[src/rtl/if_pkg.sv]
// Shared types and constants for the instruction-fetch stage.
package if_pkg;

  localparam int INST_W = 32;
  localparam logic [INST_W-1:0] NOP_INST = 32'h0000_0000;

  typedef enum logic [1:0] {
    IDLE = 2'd0,
    BUSY = 2'd1,
    HOLD = 2'd2
  } fetch_state_e;

  function automatic logic [INST_W-1:0] align_word(input logic [INST_W-1:0] a);
    return a & 32'hFFFF_FFFC;
  endfunction

endpackage

[src/rtl/if_stage_if.sv]
// Instruction-memory request/response bus between the fetch stage and imem.
interface if_stage_if;
  import if_pkg::*;

  logic              req;
  logic [INST_W-1:0] addr;
  logic              ready;
  logic [INST_W-1:0] rdata;

  modport master (output req, output addr, input ready, input rdata);
  modport slave  (input req, input addr, output ready, output rdata);
endinterface

[src/rtl/if_skid_buf.sv]
// One-entry {pc, inst} holding buffer for a response that arrives while IF/ID stalls.
module if_skid_buf
  import if_pkg::*;
(
  input  logic              clk,
  input  logic              rst,
  input  logic              load,
  input  logic              unload,
  input  logic              clear,
  input  logic [INST_W-1:0] pc_in,
  input  logic [INST_W-1:0] inst_in,
  output logic [INST_W-1:0] pc_o,
  output logic [INST_W-1:0] inst_o,
  output logic              valid_o
);

  logic [INST_W-1:0] pc_d, pc_q, inst_d, inst_q;
  logic              valid_d, valid_q;

  always_comb begin
    pc_d    = pc_q;
    inst_d  = inst_q;
    valid_d = valid_q;
    if (clear) begin
      pc_d    = 32'h0000_0000;
      inst_d  = NOP_INST;
      valid_d = 1'b0;
    end else if (load) begin
      pc_d    = pc_in;
      inst_d  = inst_in;
      valid_d = 1'b1;
    end else if (unload) begin
      valid_d = 1'b0;
    end else begin
      valid_d = valid_q;
    end
  end

  always_ff @(posedge clk) begin
    if (!rst) begin
      pc_q    <= 32'h0000_0000;
      inst_q  <= NOP_INST;
      valid_q <= 1'b0;
    end else begin
      pc_q    <= pc_d;
      inst_q  <= inst_d;
      valid_q <= valid_d;
    end
  end

  assign pc_o    = pc_q;
  assign inst_o  = inst_q;
  assign valid_o = valid_q;

endmodule

[src/rtl/if_stage.sv]
// Instruction-fetch stage: one outstanding imem request, skid buffer for stalls,
// and wrong-path discard on redirect.
module if_stage
  import if_pkg::*;
#(
  parameter logic [31:0] RESET_PC = 32'h0000_0000
) (
  input  logic              clk,
  input  logic              rst,
  input  logic              stall_in,
  input  logic              redirect,
  input  logic [INST_W-1:0] redirect_pc,
  if_stage_if.master        imem,
  output logic [INST_W-1:0] pc_out,
  output logic [INST_W-1:0] inst_out,
  output logic              inst_valid
);

  fetch_state_e      state_d, state_q;
  logic [INST_W-1:0] pc_d, pc_q, addr_d, addr_q;
  logic [INST_W-1:0] pc_out_d, pc_out_q, inst_d, inst_q;
  logic              req_d, req_q, drop_d, drop_q, valid_d, valid_q;
  logic              skid_load, skid_unload, skid_clear, skid_valid;
  logic [INST_W-1:0] skid_pc, skid_inst, target, next_addr;

  if_skid_buf u_skid (
    .clk     (clk),
    .rst     (rst),
    .load    (skid_load),
    .unload  (skid_unload),
    .clear   (skid_clear),
    .pc_in   (addr_q),
    .inst_in (imem.rdata),
    .pc_o    (skid_pc),
    .inst_o  (skid_inst),
    .valid_o (skid_valid)
  );

  always_comb begin
    state_d     = state_q;
    pc_d        = pc_q;
    addr_d      = addr_q;
    req_d       = req_q;
    drop_d      = drop_q;
    pc_out_d    = pc_out_q;
    inst_d      = inst_q;
    valid_d     = valid_q;
    skid_load   = 1'b0;
    skid_unload = 1'b0;
    skid_clear  = 1'b0;
    target      = align_word(redirect_pc);
    next_addr   = addr_q + 32'd4;

    // Redirect bubbles the output even under stall; the wrong-path entry must not survive.
    if (redirect) begin
      pc_d       = target;
      pc_out_d   = 32'h0000_0000;
      inst_d     = NOP_INST;
      valid_d    = 1'b0;
      skid_clear = 1'b1;
    end else begin
      pc_d = pc_q;
    end

    case (state_q)
      IDLE: begin
        state_d = BUSY;
        req_d   = 1'b1;
        addr_d  = redirect ? target : pc_q;
      end
      BUSY: begin
        if (req_q && imem.ready) begin
          if (drop_q || redirect) begin
            // Wrong-path response: discard it and re-issue at the current pc.
            drop_d = 1'b0;
            addr_d = redirect ? target : pc_q;
            if (!redirect && !stall_in) begin
              pc_out_d = 32'h0000_0000;
              inst_d   = NOP_INST;
              valid_d  = 1'b0;
            end else begin
              valid_d = valid_d;
            end
          end else if (!stall_in) begin
            pc_out_d = addr_q;
            inst_d   = imem.rdata;
            valid_d  = 1'b1;
            pc_d     = next_addr;
            addr_d   = next_addr;
          end else begin
            skid_load = 1'b1;
            pc_d      = next_addr;
            req_d     = 1'b0;
            state_d   = HOLD;
          end
        end else if (redirect) begin
          // Request must stay stable on the bus, so remember to drop its response.
          drop_d = 1'b1;
        end else if (!stall_in) begin
          pc_out_d = 32'h0000_0000;
          inst_d   = NOP_INST;
          valid_d  = 1'b0;
        end else begin
          valid_d = valid_q;
        end
      end
      HOLD: begin
        if (redirect) begin
          state_d = BUSY;
          req_d   = 1'b1;
          addr_d  = target;
        end else if (!stall_in) begin
          pc_out_d    = skid_pc;
          inst_d      = skid_inst;
          valid_d     = skid_valid;
          skid_unload = 1'b1;
          state_d     = BUSY;
          req_d       = 1'b1;
          addr_d      = pc_q;
        end else begin
          state_d = HOLD;
        end
      end
      default: begin
        state_d = IDLE;
        req_d   = 1'b0;
        drop_d  = 1'b0;
      end
    endcase
  end

  always_ff @(posedge clk) begin
    if (!rst) begin
      state_q  <= IDLE;
      pc_q     <= RESET_PC;
      addr_q   <= RESET_PC;
      req_q    <= 1'b0;
      drop_q   <= 1'b0;
      pc_out_q <= 32'h0000_0000;
      inst_q   <= NOP_INST;
      valid_q  <= 1'b0;
    end else begin
      state_q  <= state_d;
      pc_q     <= pc_d;
      addr_q   <= addr_d;
      req_q    <= req_d;
      drop_q   <= drop_d;
      pc_out_q <= pc_out_d;
      inst_q   <= inst_d;
      valid_q  <= valid_d;
    end
  end

  assign imem.req   = req_q;
  assign imem.addr  = addr_q;
  assign pc_out     = pc_out_q;
  assign inst_out   = inst_q;
  assign inst_valid = valid_q;

endmodule

[src/flat_wrapper.sv]
// flat-port wrapper written by rule: the top's interface ports become plain ports
module if_stage_flat import if_pkg::*;
#(
  parameter logic [31:0] RESET_PC = 32'h0000_0000
)
  (clk, rst, stall_in, redirect, redirect_pc, pc_out, inst_out, inst_valid, imem_req, imem_addr, imem_ready, imem_rdata);
  if_stage_if imem_i ();
  input  logic clk;
  input  logic rst;
  input  logic stall_in;
  input  logic redirect;
  input  logic [INST_W-1:0] redirect_pc;
  output logic [INST_W-1:0] pc_out;
  output logic [INST_W-1:0] inst_out;
  output logic inst_valid;
  output wire logic [$bits(imem_i.req)-1:0] imem_req;
  output wire logic [$bits(imem_i.addr)-1:0] imem_addr;
  input wire logic [$bits(imem_i.ready)-1:0] imem_ready;
  input wire logic [$bits(imem_i.rdata)-1:0] imem_rdata;
  assign imem_req = imem_i.req;
  assign imem_addr = imem_i.addr;
  assign imem_i.ready = imem_ready;
  assign imem_i.rdata = imem_rdata;
  if_stage #(.RESET_PC(RESET_PC)) u_core (.clk(clk), .rst(rst), .stall_in(stall_in), .redirect(redirect), .redirect_pc(redirect_pc), .imem(imem_i), .pc_out(pc_out), .inst_out(inst_out), .inst_valid(inst_valid));
endmodule
[config.mk]
export PLATFORM = sky130hd
export DESIGN_NAME = if_stage_flat
export DESIGN_NICKNAME = d
export VERILOG_FILES = /design/src/rtl/if_pkg.sv /design/src/rtl/if_stage_if.sv /design/src/rtl/if_skid_buf.sv /design/src/rtl/if_stage.sv /design/src/flat_wrapper.sv
export SDC_FILE = /design/constraint.sdc
export NUM_CORES = 1
export LEC_CHECK = 0
export BUFFER_PORTS_ARGS = -buffer_cell sky130_fd_sc_hd__buf_2
export CAP_MARGIN = 20
export CORE_MARGIN = 2
export CORE_UTILIZATION = 60
export DETAILED_ROUTE_END_ITERATION = 12
export PLACE_DENSITY_LB_ADDON = 0.15
export SYNTH_ARGS = -nofsm -noshare
export SYNTH_HDL_FRONTEND = slang
export SYNTH_SLANG_ARGS = --single-unit
[constraint.sdc]
create_clock -name clk -period 4.4 [get_ports clk]
set_clock_uncertainty 0.2 [all_clocks]
set_input_delay 0 -clock clk [delete_from_list [all_inputs] [get_ports clk]]
set_output_delay 0 -clock clk [all_outputs]
set_load 0.005 [all_outputs]
==> reports/results.txt <==
Post-synth cell types = 66
Synth Cell Area = 9220 um^2
TritonRoute pass-1 iters = 5
#FFs+latches synth = 198
Slowest Stage Delay on Critical Path = 0.80 ns
Worst Path Buf+Inv = 2
R2r worst-path depth = 8
Row count = 45
Worst hold path depth = 4
Port bufs = 164
Logic pwr share = 26.5%
Yosys top cell area share = 43.0%
Area delta synth->final = 21.5%
Root buffer cell = clkbuf_16
Vias per cell = 5.90
Min-delay worst type = primary input to register
CTS Sinks = 198
Initial antenna violation count = 1
PD cells = 468 nW/um^2
Unrepaired setup endpoints after global routing = false
CP Capture Type = register
Crit-path leading delay family = simple AND/OR/NAND/NOR gates
Net switching power = 1.87 mW
Critical-path top delay cell = and2_2
IO Pins = 167
Max_cap viols = 0
CTS Buffer Depth = 2
Post-synth EDFFs = 0
Routability Congestion = 0.799
Sw frac = 35.8%
Nets@finish = 1361
Largest area contributor in the netlist = dfxtp_1
Die area = 16400 um^2
Synth Instances = 1127
Clock transition at the registers of the reported paths = 0.07 ns
Filler Cell Count = 1140
Largest net degree at the start of global routing = 66
Final Max Tran Viols = 0
Dpl hpwl = 15000 um
CP Data Required Time = 4.55 ns
Primary FF master, synth = dfxtp_1
Die Wd = 128 um
Core area = 15100 um^2
Setup TNS = 0 ns
Place WS = 1.05 ns
CP max FO = 48
Post-route ant nets = 0
Warning count from the yosys run = 0
Worst-path cell chain = inv_1, ha_1, or3b_4, nor2_4, and2_2, buf_4, nand2_1, a21oi_1
WS Path Type = register to register
Arrival time at the worst endpoint = 3.59 ns
CTS resizes = 0
Outcome = finished clean
Congestion Overflow GR = 0
Die Ht = 128 um
Final Power = 5.24 mW
Crit path launch type = register
TritonCTS clock tree = done
Peak supply drop = 0.380 mV
Hold Vio Cnt, Final = 0
Latest clock arrival within the worst-skew pair = 0.43 ns
Hold_ws = 0.0258 ns
Core Util, Final = 74.2%
DRC Markers = 0
Syn nets = 1201
Crit path depth = 8
WL final = 25700 um
Slew margin rel. = 28.0%
Sequential Power Share = 42.0%
Mean Syn Cell Area = 8.18 um^2
Async SR Flop Fraction = 0%
FMAX = 0.291 GHz
Num CTS Buffers = 17
Vias in the first global route = 8057
Final min period = 3.44 ns
Wire per inst = 17.3 um
PnR worst setup slack = 0.961 ns
Fin crit share = 78.2%
First-pass GRT wire length = 40400 um
Int Pwr = 3.37 mW
Total GRT Usage = 30.8%
Post-synthesis sequential area ratio = 43.0%
Clk network pwr share = 31.4%
Worst Tran Pin Value = 1.08 ns
Htree depth = 4
Leak Pwr = 4.58 nW
First DRT Iteration DRCs = 719
Final setup violation count = 0
Synth top area cells = dfxtp_1, nand2_1, a21oi_1, a22oi_1, o21ai_0
Initial Util = 61.1%
Share of layout cells above drive strength 1 = 18.6%
Vias = 8783
-- worst paths after layout --
check                             endpoint                    from  slack, ns
setup / recovery  u_core.u_skid.inst_o[10]       u_core.state_q[1]       0.96
setup reg to reg  u_core.u_skid.inst_o[10]       u_core.state_q[1]       0.96
hold / removal              u_core.pc_q[2]                     rst       0.03
hold reg to reg     u_core.u_skid.pc_o[14]  u_core.u_skid.pc_o[14]       0.25
-- power by group through the flow --
| stage | Sequential (mW) | Combinational (mW) | Clock, mW |
|---|---|---|---|
| 3_5_place_dp | 2.23 | 1.33 | 0 |
| 5_1_grt | 2.22 | 1.52 | 1.74 |
| 4_1_cts | 2.19 | 1.37 | 1.67 |
| 6_report | 2.20 | 1.39 | 1.65 |
| 2_1_floorplan | 2.08 | 1.05 | 0 |
| 3_3_place_gp | 2.23 | 1.31 | 0 |
-- cells in the mapped netlist, types with 4 or more instances --
| master | instances |
|---|---|
| a31oi_1 | 8 |
| o211ai_1 | 5 |
| dfxtp_1 | 198 |
| a22o_1 | 26 |
| nand2_1 | 226 |
| xnor2_1 | 6 |
| nand3_1 | 16 |
| nor4_1 | 5 |
| ha_1 | 5 |
| and3_1 | 5 |
| buf_4 | 7 |
| a211oi_1 | 15 |
| and2_1 | 40 |
| clkbuf_8 | 7 |
| nor2b_1 | 4 |
| nand4_1 | 4 |
| clkbuf_1 | 57 |
| inv_1 | 5 |
| nor3_1 | 8 |
| and4_1 | 4 |
| nand2b_1 | 5 |
| o21ai_0 | 71 |
| nor2_1 | 81 |
| buf_2 | 24 |
| a21oi_1 | 114 |
| mux2_2 | 6 |
| mux2i_1 | 29 |
| buf_1 | 7 |
| o22ai_1 | 6 |
| xor2_1 | 22 |
| a22oi_1 | 65 |
-- repair_timing --
item	in CTS	in global routing
hold buffers	66	0
buffers inserted	0	0
hold endpoints to repair	129	0
-- routing by layer --
layer  GRT usage (%)  share of wire, %  vias to the layer above  wire, um
met2            54.4                50                      369     13000
met3            5.01               6.0                       57      1540
li1                -                 -                     4247         -
met5               0                 0                        -         0
met4            13.3               3.2                        0       813
met1            37.2                40                     4110     10400
-- final cells by class --
cell class	instances	area, um^2	area share (%)
tap	188	235	2.10
inverter	5	18.8	0.168
clock buffer	22	484	4.32
multi-input combinational	818	4730	42.3
sequential	198	3960	35.4
clock inverter	10	141	1.26
timing repair buffer	247	1620	14.5
antenna	1	2.50	0.0223
-- flip-flops by register name, summed over array words and instances (netlist names) --
register / flops
u_core.imem.req: 1
u_core.u_skid.inst_o: 32
u_core.pc_q: 32
u_core.inst_out: 32
u_core.drop_q: 1
u_core.pc_out: 32
u_core.u_skid.valid_o: 1
u_core.inst_valid: 1
u_core.u_skid.pc_o: 32
u_core.imem.addr: 32
u_core.state_q: 2
-- cells by family (layout without fill, tap and decap cells) --
logic type / Yosys count / in the layout / synth area share [%]
multiplexers: 35 / 35 / 3.88
buffers and inverters: 111 / 284 / 6.13
AND/OR/NAND/NOR: 418 / 418 / 21.1
flip-flops: 198 / 198 / 43.0
XOR/XNOR: 28 / 28 / 2.66
other: 0 / 1 / 0
adder cells (fa/ha/maj): 5 / 5 / 0.679
AO/OA/AOI/OAI: 332 / 332 / 22.5
-- stage by stage --
stage | cell area [um^2] | instances
6_report | 11200 | 1489
3_3_place_gp | 9910 | 1390
2_1_floorplan | 9220 | 1127
3_5_place_dp | 9910 | 1390
5_1_grt | 11200 | 1489
4_1_cts | 11200 | 1488
-- worst reg2reg max path, delay by kind of cell (launching register included) --
family	cells	cell delay, ns
AO/OA/AOI/OAI	1	0.17
buffers and inverters	2	0.45
AND/OR/NAND/NOR	4	1.89
adder cells (fa/ha/maj)	1	0.33
flip-flops	1	0.33
-- placed cells by master, fill, tap and decap left out, drive strengths merged, types with 2 or more instances in the layout --
master       instances
nand2              226
dfxtp              198
buf                181
a21oi              114
nor2                82
o21ai               71
dlygate4sd3         66
a22oi               65
and2                41
mux2i               29
a22o                26
xor2                22
clkbuf              22
nand3               18
a211oi              15
nor3                 9
a31oi                8
nand4                8
nor4                 7
inv                  7
o22ai                6
mux2                 6
xnor2                6
and3                 6
o211ai               5
ha                   5
nand2b               5
and4                 5
nor2b                4
or4                  3
o31a                 3
bufinv               3
clkinv               3
a41o                 2
o311a                2
o2bb2ai              2
clkinvlp             2
nor3b                2
Power figures use the tool's default switching activity.
